<file path="src/rtl/lock_pkg.sv">
// rtl/lock_pkg.sv - shared state encoding, digit count and BCD check for the lock block
package lock_pkg;

  typedef enum logic [2:0] {
    LOCKED   = 3'd0,
    UNLOCKED = 3'd1,
    CHANGE   = 3'd2,
    LOCKOUT  = 3'd3
  } lock_state_e;

  localparam int NUM_DIGITS = 4;

  // True when every nibble of a 4-digit entry is a legal decimal digit.
  function automatic logic is_bcd4(input logic [15:0] digits);
    logic ok;
    ok = 1'b1;
    for (int i = 0; i < NUM_DIGITS; i++) begin
      if (digits[4*i +: 4] > 4'd9) ok = 1'b0;
    end
    return ok;
  endfunction

endpackage

</file>
<file path="src/rtl/lock_timer.sv">
// rtl/lock_timer.sv - loadable down-counter; expired is high while the count is zero
module lock_timer #(
  parameter int WIDTH = 8
) (
  input  logic             clk,
  input  logic             reset,
  input  logic             load,
  input  logic [WIDTH-1:0] load_value,
  output logic             expired
);

  logic [WIDTH-1:0] count;

  always_ff @(posedge clk) begin
    if (!reset) begin
      count <= '0;
    end else if (load) begin
      count <= load_value;
    end else if (count != '0) begin
      count <= count - 1'b1;
    end
  end

  assign expired = (count == '0);

endmodule

</file>
<file path="src/rtl/lock_controller.sv">
// rtl/lock_controller.sv - keypad code checker: unlock window, attempt counting, lockout, code change
module lock_controller
  import lock_pkg::*;
#(
  parameter logic [15:0] DEFAULT_CODE   = 16'h0358,
  parameter int          MAX_TRIES      = 3,
  parameter int          UNLOCK_CYCLES  = 1000,
  parameter int          LOCKOUT_CYCLES = 5000,
  parameter int          ATT_W          = 2
) (
  input  logic             clk,
  input  logic             reset,
  input  logic [15:0]      password,
  input  logic             enter_out,
  input  logic             delete_out,
  input  logic [2:0]       counter,
  input  logic             change_req,
  output logic             clear_entry,
  output logic             unlock,
  output logic             fail_pulse,
  output logic             alarm,
  output logic [ATT_W-1:0] attempts,
  output logic [2:0]       state
);

  localparam int TIMER_MAX = (UNLOCK_CYCLES > LOCKOUT_CYCLES) ? UNLOCK_CYCLES : LOCKOUT_CYCLES;
  localparam int TIMER_W   = $clog2(TIMER_MAX);
  localparam logic [ATT_W-1:0] ATT_MAX = ATT_W'(MAX_TRIES);

  lock_state_e        cur_state, nxt_state;
  logic [15:0]        code;
  logic               enter_q, enter_prev, delete_q, delete_prev, change_q, change_prev;
  logic               enter_edge, delete_edge, change_edge, submit;
  logic               entry_valid, match;
  logic [ATT_W-1:0]   att_inc, att_nxt;
  logic               clear_nxt, fail_nxt, code_load;
  logic               timer_load, timer_expired;
  logic [TIMER_W-1:0] timer_value;

  assign enter_edge  = enter_q & ~enter_prev;
  assign delete_edge = delete_q & ~delete_prev;
  assign change_edge = change_q & ~change_prev;
  // A delete arriving with an enter cancels the submission.
  assign submit      = enter_edge & ~delete_edge;

  assign entry_valid = (counter == 3'(NUM_DIGITS)) && is_bcd4(password);
  assign match       = entry_valid && (password == code);
  assign att_inc     = (attempts >= ATT_MAX) ? ATT_MAX : attempts + 1'b1;

  always_ff @(posedge clk) begin
    if (!reset) begin
      cur_state   <= LOCKED;
      code        <= DEFAULT_CODE;
      attempts    <= '0;
      clear_entry <= 1'b0;
      fail_pulse  <= 1'b0;
      enter_q     <= 1'b0;
      enter_prev  <= 1'b0;
      delete_q    <= 1'b0;
      delete_prev <= 1'b0;
      change_q    <= 1'b0;
      change_prev <= 1'b0;
    end else begin
      cur_state   <= nxt_state;
      attempts    <= att_nxt;
      clear_entry <= clear_nxt;
      fail_pulse  <= fail_nxt;
      if (code_load) code <= password;
      enter_q     <= enter_out;
      enter_prev  <= enter_q;
      delete_q    <= delete_out;
      delete_prev <= delete_q;
      change_q    <= change_req;
      change_prev <= change_q;
    end
  end

  always_comb begin
    nxt_state = cur_state;
    unique case (cur_state)
      LOCKED: begin
        if (submit) begin
          if (match)                   nxt_state = UNLOCKED;
          else if (att_inc == ATT_MAX) nxt_state = LOCKOUT;
        end
      end
      UNLOCKED: begin
        if (change_edge)        nxt_state = CHANGE;
        else if (submit)        nxt_state = LOCKED;
        else if (timer_expired) nxt_state = LOCKED;
      end
      CHANGE: begin
        if (delete_edge)                 nxt_state = LOCKED;
        else if (submit && entry_valid)  nxt_state = LOCKED;
      end
      LOCKOUT: begin
        if (timer_expired) nxt_state = LOCKED;
      end
      default: nxt_state = LOCKED;
    endcase
  end

  always_comb begin
    clear_nxt = 1'b0;
    fail_nxt  = 1'b0;
    att_nxt   = attempts;
    code_load = 1'b0;
    unique case (cur_state)
      LOCKED: begin
        if (delete_edge) begin
          clear_nxt = 1'b1;
        end else if (submit) begin
          clear_nxt = 1'b1;
          if (match) begin
            att_nxt = '0;
          end else begin
            fail_nxt = 1'b1;
            att_nxt  = att_inc;
          end
        end
      end
      UNLOCKED: begin
        if (change_edge || submit) clear_nxt = 1'b1;
      end
      CHANGE: begin
        if (delete_edge) begin
          clear_nxt = 1'b1;
        end else if (submit) begin
          clear_nxt = 1'b1;
          if (entry_valid) code_load = 1'b1;
          else             fail_nxt  = 1'b1;
        end
      end
      LOCKOUT: begin
        if (timer_expired) att_nxt = '0;
      end
      default: ;
    endcase
  end

  // The timer is reloaded on every state change; only the timed states use it.
  always_comb begin
    timer_load = (nxt_state != cur_state);
    unique case (nxt_state)
      UNLOCKED: timer_value = TIMER_W'(UNLOCK_CYCLES - 1);
      LOCKOUT:  timer_value = TIMER_W'(LOCKOUT_CYCLES - 1);
      default:  timer_value = '0;
    endcase
  end

  lock_timer #(
    .WIDTH(TIMER_W)
  ) u_timer (
    .clk       (clk),
    .reset     (reset),
    .load      (timer_load),
    .load_value(timer_value),
    .expired   (timer_expired)
  );

  assign unlock = (cur_state == UNLOCKED);
  assign alarm  = (cur_state == LOCKOUT);
  assign state  = cur_state;

endmodule
</file>
<file path="config.mk">
export PLATFORM = sky130hd
export DESIGN_NAME = lock_controller
export DESIGN_NICKNAME = d
export VERILOG_FILES = /design/src/rtl/lock_pkg.sv /design/src/rtl/lock_timer.sv /design/src/rtl/lock_controller.sv
export SDC_FILE = /design/constraint.sdc
export NUM_CORES = 1
export LEC_CHECK = 0
export BUFFER_PORTS_ARGS = -buffer_cell sky130_fd_sc_hd__buf_2
export CORE_AREA = 2 2 68 70
export CTS_CLUSTER_DIAMETER = 150
export CTS_CLUSTER_SIZE = 20
export DETAILED_ROUTE_END_ITERATION = 10
export DIE_AREA = 0 0 70 72
export GPL_ROUTABILITY_DRIVEN = 0
export PLACE_DENSITY = 0.78
export SLEW_MARGIN = 10
export SYNTH_ARGS = -nofsm -noshare
export SYNTH_HDL_FRONTEND = slang
export SYNTH_SLANG_ARGS = --single-unit
</file>
<file path="constraint.sdc">
create_clock -name clk -period 2.3 [get_ports clk]
set_input_delay 0.23 -clock clk [delete_from_list [all_inputs] [get_ports clk]]
set_output_delay 0.23 -clock clk [all_outputs]
set_load 0.01 [all_outputs]
</file>
======== Word-level counts from Yosys, hierarchy flattened ========
Index checks and enable logic that the tools add are counted.
word-level totals
  bits in registers ....................... 42
  output and inout bits ................... 9
  word-level logic and storage cells ...... 87
cells by class
  $add $sub $neg .......................... 2
  $lt $le $gt $ge ......................... 5
  eq/ne operators ......................... 12
  multiplexer cells ....................... 37
  bitwise gates (word level) .............. 8
  reduce and logical (&&, ||, !) cells .... 11
operators with widths
  kind                     number
  $mux W13                 2
  $pmux W13 S2             1
  $mux W3                  8
  $mux W1                  17
  $eq A16 B16 Y1           1
  $gt A4 B4 Y1 const B     4
  $logic_not A13 Y1        1
  $reduce_bool A13 Y1      1
  $sub A13 B1 Y13 const B  1
  $pmux W3 S4              1
  $mux W2                  5
  $eq A3 B2 Y1 const B     3
  $eq A3 B1 Y1 const B     2
  $and A1 B1 Y1            4
  $ne A2 B2 Y1 const B     2
  $not A1 Y1               4
  $pmux W1 S2              2
  $pmux W2 S2              1
  $reduce_and A4 Y1        1
  $reduce_bool A2 Y1       2
  $eq A3 B3 Y1 const B     1
  $logic_and A1 B1 Y1      3
  $logic_not A3 Y1         1
  $ne A3 B3 Y1             1
  6 further kinds          6

======== Longest topological paths before layout ========
  word-level depth ........................ 13
  depth in mapped cells ................... 9
  gate-level depth less buffers ........... 9

======== Hierarchy ========
Synthesis repeated with hierarchy kept, for this count alone.
unflattened totals
  cell total of the unflattened synthesis .. 241
  area, all modules ....................... 2224.6 µm²
by module, submodules not included
  module           times used  cells each  area each (µm²)  seq. area each (µm²)
  lock_controller  1           152         1432.6           580.6
  lock_timer       1           89          792.0            260.2

======== Least setup slack after synthesis ========
No wires, ideal clock.
  path kind ............................... register to register
  start point ............................. register u_timer.count[0]
  end point ............................... register u_timer.count[12]
  setup time .............................. 123 ps
  arrival time ............................ 2295 ps
  setup slack ............................. -118 ps
  stages on the path, launching flop included .. 10
  path buffers ............................ 0
  period minus slack after synthesis ...... 2418 ps
  path through ............................ dfxtp_1 inv_1 ha_1 or3b_4 or4_4 or4_4 nand2b_4 a21oi_4 a31oi_4 nor3b_1
on the way
  cells in the longest elaborated chain, start to end .. 8
RTL lines
  what                                                 RTL line                                      RTL
  from (decl)                                          lock_timer.sv:12                              logic [WIDTH-1:0] count;
  from (signal assigned)                               lock_timer.sv:18                              count <= load_value;
  from (signal assigned)                               lock_timer.sv:20                              count <= count - 1'b1;
  $logic_not A13 Y1                                    lock_timer.sv:24                              assign expired = (count == '0);
  $mux W3                                              lock_controller.sv:90, lock_controller.sv:97
  $mux W3                                              lock_controller.sv:89                         else if (submit) nxt_state = LOCKED;
  $mux W3                                              lock_controller.sv:88                         if (change_edge) nxt_state = CHANGE;
  $pmux W3 S4                                          lock_controller.sv:80                         unique case (cur_state)
  $eq A3 B2 Y1 / $eq A3 B1 Y1 (equally long branches)  lock_controller.sv:144                        unique case (nxt_state)
  $pmux W13 S2                                         lock_controller.sv:144
  $mux W13                                             lock_timer.sv:17                              end else if (load) begin
Parallel ways exist; a longest one is shown, timed or not. The select of a mux whose other input is x is not followed.
A chain may end at the register's enable or synchronous reset.

======== Worst setup path in the final report ========
Same ends and word-level chain as after synthesis.

==> impl_results.md <==
* Syn nets at 274
* Leading area contributor after synthesis: dfxtp_1
* CTS Root Cell: clkbuf_8
* Area Growth Syn to Fin at 23.47%
* Placed cell count at 340
* Setup tns final at -0.6199 ns
* ANT cells at 0
* Fmax at 413.1 MHz
* Mapped Area at 0.002106 sq mm
* Worst setup SP type: flip-flop
* Ys Warns at 0
* Post-route setup slack at -0.1209 ns
* Num ports at 33
* Run status: finished, violations left
* Worst-path clk slew at 0.09 ns
* Die Y at 72 um
* Drt first-iter violations at 64
* First-pass GRT wire length at 7831 um
* Max-slew violations at 0
* Layout cell share with drive strength beyond 1 at a little over a quarter
* DRC Markers at 0
* CTS sink cnt at 42
* # Max-Cap Violations at 0
* TritonCTS clock tree: yes
* Cell variety after synth at 41
* TritonRoute pass-1 iters at 4
* Total Nets Final at between 300 and 400
* Fin. Hold Viols at 0
* Clock Path Buffers at 2
* Top-area cell type share of the netlist area at 39.93%
* Sequential share of the synthesized area at 39.93%
* Final Critical Period at 2.421 ns
* Final Core Density at 60.97%
* CP max FO at 5
* Initial Utilization at 49.38%
* Total core area at 0.004264 sq mm
* Area contributors post-synth: dfxtp_1 (40%), xnor2_1 (8.3%), nand2_1 (7.3%), a21boi_0 (3.9%), a21oi_1 (3.6%)
* Peak supply drop at between 0.4 and 0.5 mV
* Number of vias per cell at 5.463
* Initial antenna violation count at 0
* Failing checks: negative setup slack
* GRT met3 Usage at roughly 4.3%
* Synth Area per Inst at 8.457 sq um
* GRT met1 Usage at 23.39%
* Final period utilization at 105.3%
* Met2 usage at 33.33%
* Finished Layout Cells at 354
* Hold/Removal Path Class: input port to flip-flop
* Average wire per standard cell at 13.25 um
* Slew @ Worst Pin at roughly 0.75 ns
* Post-route ant nets at 0
* Worst skew pair latency at 0.30 ns
* CTS Buf Count at 5
* Lkg Pwr at ~1.0 nW
* Slew Limit Headroom at 49.23%
* Number of global-route vias before repair at roughly 1800
* Final WL at 4690 um
* Critical Path RT at 2.48 ns
* HPWL Detailed at about 3300 um
* Crit path DAT at 2.60 ns
* GRT busiest layer: met2
* Grt ovf at 0
* Die ar. at 0.005040 sq mm
* Setup-failing EPs final at 15
* Critical Path End Type: flip-flop
* Total GRT Usage at between 10% and 20%
* PD cells at between 900 and 1000 mW/mm^2
* Crit Path Category: flip-flop to flip-flop
* Layout filler cell count at 397
* H-tree levels at 2
* Layout Skew at 0.01137 ns
* Row count at 24
* Synth Instances at 249
* RSZ-0062 raised after global routing: yes
* Seq cells post-synth at 42
* PortBufs at 32
* Largest net degree at the start of global routing at 33
* Die W at 70 um
* Routed vias at a little under 2000
-- worst max-delay path, stage by stage (launching register included) --
cell	delay [ns]
dfxtp_2	0.33
inv_2	0.07
ha_4	0.12
or3b_4	0.37
or4_4	0.48
or4_4	0.46
nand2b_4	0.12
a21oi_4	0.10
a31oi_4	0.18
nor3b_1	0.06
-- cell usage after synthesis (all sizes together) --
cell type	count
o21ai	9
or4	5
and2	9
o31a	2
clkbuf	8
nor3b	3
o21bai	1
nor4	6
or2	2
o211ai	1
nor3	6
nand2	41
o2111a	1
a21oi	16
nand3	13
xnor2	20
dfxtp	42
o31ai	2
a21boi	13
nor2b	2
o21a	1
nor2	14
xor2	5
inv	4
a31oi	3
nand4	9
conb	1
and3	2
nand2b	5
buf	1
or3b	1
ha	1
-- path summary, 6_finish.rpt --
path	startpoint	cells after the start	end	slack, ns
setup reg to reg	u_timer.count[0]$_SDFFE_PN0P_	9	u_timer.count[12]$_SDFFE_PN0P_	-0.12
setup / recovery	u_timer.count[0]$_SDFFE_PN0P_	9	u_timer.count[12]$_SDFFE_PN0P_	-0.12
hold reg to reg	delete_q$_SDFF_PN0_	1	delete_prev$_SDFF_PN0_	0.46
hold / removal	delete_out	2	delete_q$_SDFF_PN0_	0.13
-- kinds of logic (layout without fill, tap and decap cells) --
kind of cell / count (synthesis) / count (layout) / share of synthesized area [%]
flops: 42 / 42 / 39.93
fa+ha+maj: 1 / 1 / 0.5941
compound gates: 49 / 51 / 16.40
other cells: 1 / 1 / 0.1781
buf+inv: 13 / 64 / 2.376
xor+xnor: 25 / 25 / 10.40
simple gates: 118 / 118 / 30.12
-- flip-flops by register name (all words and copies together), names as in the netlist --
name           count
change_prev        1
fail_pulse         1
clear_entry        1
u_timer.count     13
change_q           1
attempts           2
delete_q           1
enter_prev         1
state              3
enter_q            1
code              16
delete_prev        1
-- per-layer routing --
metal | share of wire [%] | wire [um]
met5 | 0 | 0
met4 | 1.6 | 75
met3 | 4.9 | 232
met2 | 49 | 2317
met1 | 44 | 2065
-- cell type report --
class	instances	area, sq um	area share [%]
Clock inverter	3	21.27	0.8181
Tap cell	52	65.06	2.502
Timing Repair Buffer	52	310.3	11.93
Sequential cell	42	843.3	32.44
Inverter	4	15.01	0.5775
Clock buffer	5	68.82	2.647
Multi-Input combinational cell	196	1276	49.09
-- cell usage in the layout, fill, tap and decap left out, types with 4 or more instances in the layout --
cell type  count
dfxtp_1       40
nor4_1         4
o21ai_1        4
buf_2         32
clkbuf_8       5
and2_1         9
buf_4         20
xnor2_1       20
nor2_1        14
a21oi_1       14
nand4_1        8
a21boi_0      11
xor2_1         5
nand2b_1       4
nand2_1       41
nor3_1         6
o21ai_0        5
nand3_1       13
-- where the power goes --
group	internal (mW)	leakage [nW]	total, mW	switching, mW
sequential	0.813	0.343	0.900	0.0870
combinational	0.580	0.629	1.13	0.547
clock	0.213	0.0441	0.476	0.263
-- stage by stage --
| step | power [mW] | instance area [sq um] | setup slack (ns) | hold slack [ns] |
|---|---|---|---|---|
| global route | 2.654 | 2600 | -0.1782 | 0.1277 |
| global placement | 1.893 | 2431 | -0.1129 | 0.4309 |
| floorplan | 1.621 | 2121 | -0.08561 | 0.3542 |
| finish | 2.503 | 2600 | -0.1209 | 0.1329 |
| detailed placement | 1.913 | 2431 | -0.1562 | 0.4336 |
| CTS | 2.484 | 2585 | -0.09437 | 0.1267 |
-- repair_timing --
item	4_1_cts	5_1_grt
hold buffers	0	0
gates cloned	2	0
setup buffers	3	2
resized for setup	4	1
pin swaps	4	4
endpoints found under the setup margin	16	17
No activity file was read; power rests on OpenSTA's default activity.
